`src/rtl/counter_down_mod_n.sv`:
```
// Modulo-N down counter with load, terminal-count flag, wrap pulse and
// a saturating 8-bit tally of wraps.
//
// Each edge follows the priority reset > load > en > hold. Counting down
// from 0 wraps to N-1, raises a one-cycle wrap pulse and bumps the tally.
// A load above N-1 is clamped to N-1, so count always stays within 0..N-1.
module counter_down_mod_n #(
  parameter int WIDTH = 5,
  parameter int N     = 20
) (
  input  logic             clk,
  input  logic             reset,
  input  logic             en,
  input  logic             load,
  input  logic [WIDTH-1:0] load_val,
  output logic [WIDTH-1:0] count,
  output logic             tc,
  output logic             wrap,
  output logic [7:0]       wraps
);

  // Top value of the count range, at count width and one bit wider so the
  // clamp compare still works when N == 2^WIDTH.
  localparam logic [WIDTH-1:0] TopValue    = WIDTH'(N - 1);
  localparam logic [WIDTH:0]   TopValueExt = (WIDTH + 1)'(N - 1);

  logic [WIDTH-1:0] r_count;
  logic             r_wrap;
  logic [7:0]       r_wraps;

  logic             w_loadTooBig;
  logic [WIDTH-1:0] w_loadClamped;
  logic             w_atZero;
  logic             w_tallyFull;

  // Load-value clamp and the zero / tally-full flags that feed the register.
  always_comb begin
    w_loadTooBig  = ({1'b0, load_val} > TopValueExt);
    w_loadClamped = w_loadTooBig ? TopValue : load_val;
    w_atZero      = (r_count == '0);
    w_tallyFull   = (r_wraps == 8'hFF);
  end

  // Count, wrap pulse and wrap tally, updated by priority each rising edge.
  always_ff @(posedge clk) begin
    if (reset) begin
      r_count <= TopValue;
      r_wrap  <= 1'b0;
      r_wraps <= 8'h00;
    end else if (load) begin
      r_count <= w_loadClamped;
      r_wrap  <= 1'b0;
    end else if (en) begin
      if (w_atZero) begin
        r_count <= TopValue;
        r_wrap  <= 1'b1;
        if (!w_tallyFull) begin
          r_wraps <= r_wraps + 8'd1;
        end
      end else begin
        r_count <= r_count - WIDTH'(1);
        r_wrap  <= 1'b0;
      end
    end else begin
      r_wrap <= 1'b0;
    end
  end

  assign count = r_count;
  assign tc    = w_atZero;
  assign wrap  = r_wrap;
  assign wraps = r_wraps;

endmodule

```
`config.mk`:
```
export PLATFORM = sky130hd
export DESIGN_NAME = counter_down_mod_n
export DESIGN_NICKNAME = d
export VERILOG_FILES = /design/src/rtl/counter_down_mod_n.sv
export SDC_FILE = /design/constraint.sdc
export NUM_CORES = 1
export LEC_CHECK = 0
export ABC_AREA = 1
export CORE_ASPECT_RATIO = 0.7
export CORE_MARGIN = 10
export CORE_UTILIZATION = 42
export DETAILED_ROUTE_END_ITERATION = 16
export GPL_TIMING_DRIVEN = 0
export PLACE_DENSITY_LB_ADDON = 0.3
export SLEW_MARGIN = 20
export SYNTH_ARGS = -nofsm -noshare
export SYNTH_HDL_FRONTEND = slang
export SYNTH_SLANG_ARGS = --single-unit
```
`constraint.sdc`:
```
create_clock -name clk -period 1.2 [get_ports clk]
set_input_delay 0.36 -clock clk [delete_from_list [all_inputs] [get_ports clk]]
set_output_delay 0.36 -clock clk [all_outputs]
set_load 0.05 [all_outputs]
```
==> results of run 1 <==
[registers in the layout, indices dropped and copies added, names as in the netlist]
name,flops
wrap,1
wraps,8
count,5
[where the power goes]
group          total [W]  internal, W  leakage (nW)  switching [W]
clock           0.000297     0.000130        0.0150       0.000168
combinational   0.000265     0.000113         0.493       0.000152
sequential      0.000478     0.000459         0.122      0.0000190
total            0.00104     0.000702         0.630       0.000339
[timing repair]
action / CTS / global route
endpoints found under the setup margin: 28 / 28
resized for setup: 130 / 18
pin swaps: 8 / 11
buffers inserted: 8 / 8
cloned: 0 / 0
hold buffers: 0 / 0
[through the flow]
| stage | total power (W) | std cells | hold slack [ns] |
|---|---|---|---|
| global route | 0.00108 | 198 | 0.502 |
| floorplan | 0.000635 | 134 | 0.553 |
| CTS | 0.00101 | 190 | 0.492 |
| detailed placement | 0.000710 | 178 | 0.481 |
| global placement | 0.000704 | 178 | 0.478 |
| finish | 0.00104 | 198 | 0.505 |
[worst max-delay path: cells and delay by family (launching register included)]
| family | cells | cell delay (ns) |
|---|---|---|
| buffers and inverters | 3 | 0.28 |
| flip-flops | 1 | 0.37 |
| AND/OR/NAND/NOR | 1 | 0.07 |
| adder cells (fa/ha/maj) | 1 | 0.16 |
[cells in the final DEF (no fill, tap or decap), types with 2 or more instances in the layout]
master / Yosys / routed
buf_8: 0 / 11
o21ai_2: 0 / 3
nand3_1: 6 / 6
nand3_4: 1 / 2
inv_4: 0 / 2
inv_1: 19 / 15
a21oi_2: 0 / 4
buf_6: 0 / 5
clkbuf_4: 0 / 3
clkbuf_1: 1 / 2
buf_4: 0 / 14
nand2_2: 1 / 4
xor2_1: 2 / 2
a21oi_1: 14 / 10
dlygate4sd2_1: 0 / 2
nand2_1: 39 / 34
ha_4: 0 / 2
clkdlybuf4s50_1: 0 / 5
o21ai_0: 8 / 4
nor2_4: 2 / 5
nor2_1: 18 / 15
dfxtp_4: 0 / 13
nand2_4: 1 / 3
[worst paths after layout]
path	to	startpoint	slack, ns	depth (start not counted)
setup / recovery	tc	count[1]	-0.33	5
hold / removal	wrap	reset	0.50	2
setup reg to reg	wraps[1]	count[3]	-0.20	7
hold reg to reg	wraps[4]	wraps[4]	0.50	2
[layer usage]
metal  up-vias  share of wire [%]  global-route usage (%)
li1        509                  -                       -
met1       448                 43                    14.4
met2        36                 47                    18.2
met3         4                8.4                    5.10
met4         0                2.0                    7.96
met5         -                  0                       0
[logic make-up after synthesis]
kind of cell | Yosys count
AO/OA/AOI/OAI | 23
flip-flops | 14
XOR/XNOR | 3
AND/OR/NAND/NOR | 72
adder cells (fa/ha/maj) | 2
buffers and inverters | 20
[layout make-up]
| class | instances | area share (%) |
|---|---|---|
| Tap cell | 22 | 1.85 |
| Sequential cell | 14 | 22.2 |
| Clock buffer | 4 | 1.77 |
| Timing Repair Buffer | 38 | 27.9 |
| Multi-Input combinational cell | 100 | 40.7 |
| Inverter | 19 | 5.39 |
| Buffer | 1 | 0.253 |
==> reports/qor.yml, run 1 <==
status:
  status: "complete, but fails checks"
  violations: "negative setup slack"
die:
  io_pins: 24
  start_util_pct: 45.0
  die_y_um: 57.8
  die_area_sq_um: 4270
  core.rowCount: 13
  core-area_sq_um: 1900
  die_x_um: 74.0
routing:
  post_drt_wl_per_cell_um: 14.4
  drcViolationCount: 0
  antenna_left: 0
  via_count: 997
  drt-total-wl_um: 2850
  drtPass1Iterations: 4
  drtIter0Drc: 66
  via_per_inst: 5.04
worst_setup_path:
  crit_arrival_ns: 1.17
  crit_slowest_cell: "dfxtp_4"
  crit_fanout: 2
  crit_chain: "inv_4 -> ha_4 -> nand3_4 -> clkinvlp_4 -> buf_8"
  cp.required_ns: 0.84
  critPathMaxStageDelay_ns: 0.37
  end_kind: "output port"
  crit_type: "register to output port"
  cp-start-kind: "register"
logic_synthesis:
  synth_xor_area_share_pct: 3.07
  ys.flop_type: "dfxtp_1"
  synth_compound_area_share_pct: 13.7
  ys_ff_latch: 14
  yosysSeqAreaShare_pct: 32.7
  synth_edf_count: 0
  synth_area_leader_cell: "dfxtp_1"
  synth_nets: 145
  yosys.area_share.simple_pct: 38.7
  yosysTopAreaCellShare_pct: 32.7
  synth_common_cells: "nand2_1 (39), inv_1 (19), nor2_1 (18)"
  ys_types: 20
  synth_top_family_by_area: "simple AND/OR/NAND/NOR gates"
  synth-async-reset-ratio_pct: 0
  yosys.cell_count.top_type: "nand2_1"
  yosysWarnings: 0
  syn_avg_cell_area_sq_um: 6.39
  synthAdderAreaFrac_pct: 2.92
  syn_area_sq_um: 856
  yosys-top-cells-area: "dfxtp_1 (33%), nand2_1 (17%), inv_1 (8.3%)"
  synth.area.mux_share_pct: 0
  syn_inst: 134
layout:
  num-fill-cells: 127
  regArea_sq_um: 329
  multi_input_area_sq_um: 604
  drive_gt1_share_pct: 42.6
  utilization_pct: 78.0
  final_nets: 188
  syn_to_final_growth_pct: 73.5
  diodes: 0
  design_area_sq_um: 1490
sta:
  max_freq_mhz: 655
  grt_setup_unrepaired: "yes"
  finalSetupViolations: 20
  hold_violations: 0
  slew_viol_final: 0
  setup_ws_ns: -0.326
  fin_setup_tns_ns: -2.35
  relSlewSlack_pct: 62.7
  min_period_ns: 1.53
  worst_pin_slew_ns: 0.560
  fin_skew_ns: 0.00644
  fin_crit_sh_pct: 127
clocking:
  cts_tree: "done"
  clkSinkCount: 14
  cts_buffers: 3
  cts_buffer_depth: 2
  clk_pin_slew_ns: 0.09
  clock_latency_ns: 0.30
  cts_root_buf: "clkbuf_4"
  h-tree-depth: 1
placed_design:
  io_buffers: 22
  pre_cts_slack_ns: -0.697
  dpl_cell_area_sq_um: 1180
  hpwl_um: 1840
  globalplace.congestion: 0.841
global_route:
  grt_pass1_vias: 867
  track_usage_pct: 12.4
  grt_pass1_wl_um: 4060
  antenna_found_initial: 0
  overflow: 0
  grt_max_degree: 11
hold_path:
  min_path_type: "primary input to register"
power_and_ir_drop:
  peakVddDrop_mv: 0.596
  powerDensity_nw_per_um2: 701
  p_leak_nw: 0.630
job:
  maxCapViolations: 0
No activity file was read; power rests on OpenSTA's default activity.
==> run 2: changes to the inputs <==
--- a/config.mk
+++ b/config.mk
@@ -8,11 +8,11 @@
 export ABC_AREA = 1
 export CORE_ASPECT_RATIO = 0.7
 export CORE_MARGIN = 10
-export CORE_UTILIZATION = 42
+export CORE_UTILIZATION = 45
 export DETAILED_ROUTE_END_ITERATION = 16
-export GPL_TIMING_DRIVEN = 0
 export PLACE_DENSITY_LB_ADDON = 0.3
 export SLEW_MARGIN = 20
 export SYNTH_ARGS = -nofsm -noshare
 export SYNTH_HDL_FRONTEND = slang
 export SYNTH_SLANG_ARGS = --single-unit
+export TNS_END_PERCENT = 20
==> constraint.sdc (replaced) <==
create_clock -name clk -period 1.81 [get_ports clk]
set_input_delay 0.543 -clock clk [delete_from_list [all_inputs] [get_ports clk]]
set_output_delay 0.543 -clock clk [all_outputs]
set_load 0.05 [all_outputs]
==> reports/qor.yml, run 2 (synthesis results as in run 1) <==
placed_design:
  globalplace.congestion: 0.873
  placed_cells: 182
  hpwl_um: 1920
  io_buffers: 23
worst_setup_path:
  cp-start-kind: "register"
  crit_arrival_ns: 1.19
  rr_endpoint: "wraps[5]"
  crit_chain: "inv_1 -> ha_4 -> nand3_4 -> inv_2 -> buf_12"
  cp.required_ns: 1.27
  critPathBufInv: 3
  critPathMaxStageDelay_ns: 0.34
  cp_top_family: "flip-flops"
  crit_fanout: 4
  end_kind: "output port"
  cp-startpoint: "count[0]"
  cp-endpoint: "tc"
  ff2ff_path_depth: 7
  cp.depth: 5
  crit_type: "register to output port"
  crit_slowest_cell: "dfxtp_2"
  rrSetupSlack_ns: 0.31
  r2r_start: "wraps[1]"
power_and_ir_drop:
  peakVddDrop_mv: 0.496
  p_leak_nw: 0.562
  powerDensity_nw_per_um2: 501
  finalPower_w: 0.000654
layout:
  multi_input_area_sq_um: 526
  diodes: 0
  layout_common_cells: "nand2_1 (39), nor2_1 (18), inv_1 (17)"
  layout_commonest_cell: "nand2_1"
  num-fill-cells: 156
  regArea_sq_um: 284
  drive_gt1_share_pct: 22.4
  largest_reg_flops: 8
  utilization_pct: 71.1
  instances_no_fill: 187
  final_nets: 178
  syn_to_final_growth_pct: 52.6
job:
  maxCapViolations: 0
global_route:
  grt_pass1_vias: 866
  antenna_found_initial: 0
  track_usage_pct: 12.3
  grt_pass1_wl_um: 4100
  overflow: 0
  grt_max_degree: 9
routing:
  antenna_left: 0
  via_per_inst: 5.09
  drtIter0Drc: 62
  drcViolationCount: 0
  post_drt_wl_per_cell_um: 12.8
  drtPass1Iterations: 4
  via_count: 951
  drt-total-wl_um: 2390
sta:
  min_period_ns: 1.73
  fin_setup_tns_ns: 0
  grt_setup_unrepaired: "no"
  finalSetupViolations: 0
  fin_skew_ns: 0.00747
  fin_crit_sh_pct: 95.5
  worst_pin_slew_ns: 0.359
  relSlewSlack_pct: 76.0
  max_freq_mhz: 578
  hold_violations: 0
  slew_viol_final: 0
clocking:
  cts_root_buf: "clkbuf_4"
  clkSinkCount: 14
  cts_buffers: 3
  cts_tree: "done"
  clock_latency_ns: 0.28
  cts_hold_buf: 0
  h-tree-depth: 1
  cts_buffer_depth: 2
  clk_pin_slew_ns: 0.07
die:
  die_area_sq_um: 4070
  core.rowCount: 13
  die_x_um: 72.1
  die_y_um: 56.5
  io_pins: 24
  start_util_pct: 46.6
  core-area_sq_um: 1840
hold_path:
  min_path_type: "register to register"
status:
  status: "finished, final reports clean"
## run 2: layout make-up
type                            count  area share [%]
Clock buffer                        3            1.72
Inverter                           19            5.46
Multi-Input combinational cell    100            40.2
Sequential cell                    14            21.7
Tap cell                           22            2.11
Timing Repair Buffer               29            28.7
## run 2: worst min path at each step
| stage | endpoint | slack [ns] | start | cells past startpoint |
|---|---|---|---|---|
| after floorplan | count[0] | 0.65 | count[0] | 3 |
| after global placement | count[1] | 0.46 | count[1] | 2 |
| after detailed placement | count[1] | 0.48 | count[1] | 2 |
| after CTS | count[1] | 0.49 | count[1] | 2 |
| after global routing | count[0] | 0.53 | count[0] | 2 |
| final | count[1] | 0.50 | count[1] | 2 |
## run 2: per-layer routing
metal	vias up	global-route usage, %	routed length, um
met5	-	0	0
met4	0	3.31	23
met3	4	6.14	239
met2	33	16.8	1070
met1	427	16.2	1060
li1	487	-	-
## run 2: where the power goes
part,total (W),internal [W],switching (W)
Clock,0.000172,0.0000772,0.0000945
Sequential,0.000331,0.000318,0.0000125
Combinational,0.000151,0.0000652,0.0000862
Total,0.000654,0.000461,0.000193
## run 2: timing repair
item / 4_1_cts / 5_1_grt
setup endpoints to repair: 1 / 1
pin swaps: 0 / 2
setup buffers: 0 / 2
gates resized for setup: 4 / 3
## run 2: stage by stage
stage	worst slack, ns	cell area (sq um)	hold WS, ns
after CTS	0.00414	1280	0.493
final	0.0809	1310	0.504
after global placement	-0.00345	1240	0.463
after floorplan	0.0931	858	0.646
after global routing	0.0106	1310	0.529
after detailed placement	-0.0229	1240	0.475
## run 2: tightest hold or removal path, cell delays in order, from the launching register on
cell	delay [ns]
dfxtp_2	0.35
a21oi_1	0.06
nand2_1	0.06
==> run 3: changes to the inputs <==
==> constraint.sdc (replaced) <==
create_clock -name clk -period 1.81 [get_ports clk]
set_input_delay 0.543 -clock clk [delete_from_list [all_inputs] [get_ports clk]]
set_output_delay 0.543 -clock clk [all_outputs]
set_load 0.01 [all_outputs]
==> reports/qor.yml, run 3 (synthesis results as in run 1) <==
sta:
  finalSetupViolations: 0
  fin_skew_ns: 0.00408
  grt_setup_unrepaired: "yes"
  worst_pin_slew_ns: 0.288
  relSlewSlack_pct: 80.6
  fin_crit_sh_pct: 97.5
  slew_viol_final: 0
  hold_violations: 0
  max_freq_mhz: 567
  min_period_ns: 1.76
  setup_ws_ns: 0.0457
clocking:
  clock_latency_ns: 0.29
  cts_buffers: 3
  postCtsSetupBuffers: 0
  cts_buffer_depth: 2
  cts_tree: "done"
  clkSinkCount: 14
  cts_hold_buf: 0
  h-tree-depth: 1
  clk_pin_slew_ns: 0.09
  cts_root_buf: "clkbuf_4"
worst_setup_path:
  critPathMaxStageDelay_ns: 0.55
  crit_type: "register to output port"
  crit_arrival_ns: 1.22
  crit_chain: "clkdlybuf4s50_1"
  critPathBufInv: 1
  cp.required_ns: 1.27
  cp_top_family: "buffers and inverters"
  crit_fanout: 5
  end_kind: "output port"
  crit_slowest_cell: "clkdlybuf4s50_1"
  cp-start-kind: "register"
layout:
  diodes: 0
  num-fill-cells: 163
  syn_to_final_growth_pct: 45.0
  layout_common_cells: "nand2_1 (39), nor2_1 (18), inv_1 (17), clkdlybuf4s50_1 (17), a21oi_1 (14)"
  largest_reg_flops: 8
  design_area_sq_um: 1240
  utilization_pct: 67.5
  drive_gt1_share_pct: 18.8
  layout_commonest_cell: "nand2_1"
  final_nets: 182
global_route:
  track_usage_pct: 11.7
  antenna_found_initial: 0
  overflow: 0
  grt_pass1_wl_um: 3980
  grt_max_degree: 9
  grt_pass1_vias: 842
placed_design:
  io_buffers: 23
  hpwl_um: 1890
  pre_cts_slack_ns: -0.0240
  dpl_cell_area_sq_um: 1180
  globalplace.congestion: 0.847
power_and_ir_drop:
  peakVddDrop_mv: 0.341
  p_leak_nw: 0.561
  p_clk_share_pct: 34.8
  finalPower_w: 0.000679
  seqPwrFrac_pct: 47.8
  swShare_pct: 26.5
  powerDensity_nw_per_um2: 547
  pwr-share-comb_pct: 17.4
  power.internal_w: 0.000499
  switchingPower_w: 0.000180
routing:
  via_per_inst: 5.00
  drtPass1Iterations: 5
  via_count: 960
  drt-total-wl_um: 2370
  antenna_left: 0
  drcViolationCount: 0
  post_drt_wl_per_cell_um: 12.4
  drtIter0Drc: 100
status:
  status: "finished, final reports clean"
die:
  core-area_sq_um: 1840
  die_x_um: 72.1
  start_util_pct: 46.6
  core.rowCount: 13
  die_y_um: 56.5
  io_pins: 24
  die_area_sq_um: 4070
hold_path:
  min_path_type: "register to register"
job:
  maxCapViolations: 0
run 3: cell count changes in the layout (fill, tap and decap cells not counted):
cell	before	now
clkdlybuf4s50_1	8	17
clkdlybuf4s15_2	0	1
nand3_4	2	1
dfxtp_2	3	7
nor2_2	0	1
dfxtp_1	11	7
dlymetal6s2s_1	0	1
clkbuf_8	0	1
buf_12	11	0
dlygate4sd2_1	0	4
nor2_4	3	2
nand3_2	0	1
run 3: final timing paths:
path | end | slack, ns | depth (start not counted) | from
worst min register to register | wraps[7] | 0.51 | 2 | wraps[7]
worst min-delay path | wraps[7] | 0.51 | 2 | wraps[7]
worst max register to register | wraps[7] | 0.43 | 7 | wraps[0]
worst max-delay path | wraps[0] | 0.05 | 1 | wraps[0]
run 3: timing repair:
action	CTS	global route
pin swaps	0	0
gates resized for setup	13	6
setup endpoints to repair	10	3
run 3: through the flow:
stage | instances | TNS, ns | hold slack, ns
2_1_floorplan | 134 | 0 | 0.523
3_3_place_gp | 188 | 0 | 0.508
3_5_place_dp | 188 | -0.0649 | 0.516
4_1_cts | 192 | 0 | 0.510
5_1_grt | 192 | -0.0120 | 0.540
6_report | 192 | 0 | 0.511
run 3: final cells by class:
class | instances | area [sq um] | area share, %
Multi-Input combinational cell | 100 | 513 | 41.3
Timing Repair Buffer | 33 | 304 | 24.5
Sequential cell | 14 | 289 | 23.3
Inverter | 19 | 71.3 | 5.75
Clock buffer | 4 | 36.3 | 2.92
Tap cell | 22 | 27.5 | 2.22
run 3: routing by layer:
metal | vias up | track usage (%) | part of all wire [%]
met3 | 4 | 4.56 | 11
li1 | 492 | - | -
met2 | 45 | 17.8 | 46
met1 | 419 | 14.9 | 43
met4 | 0 | 2.48 | 0.59
met5 | - | 0 | 0
run 3: power by group through the flow:
stage	combinational [W]	sequential, W	clock [W]
final	0.000118	0.000325	0.000236
after global routing	0.000130	0.000326	0.000254
after CTS	0.000113	0.000324	0.000236
after floorplan	0.0000471	0.000337	0
after detailed placement	0.000116	0.000330	0
after global placement	0.000113	0.000330	0
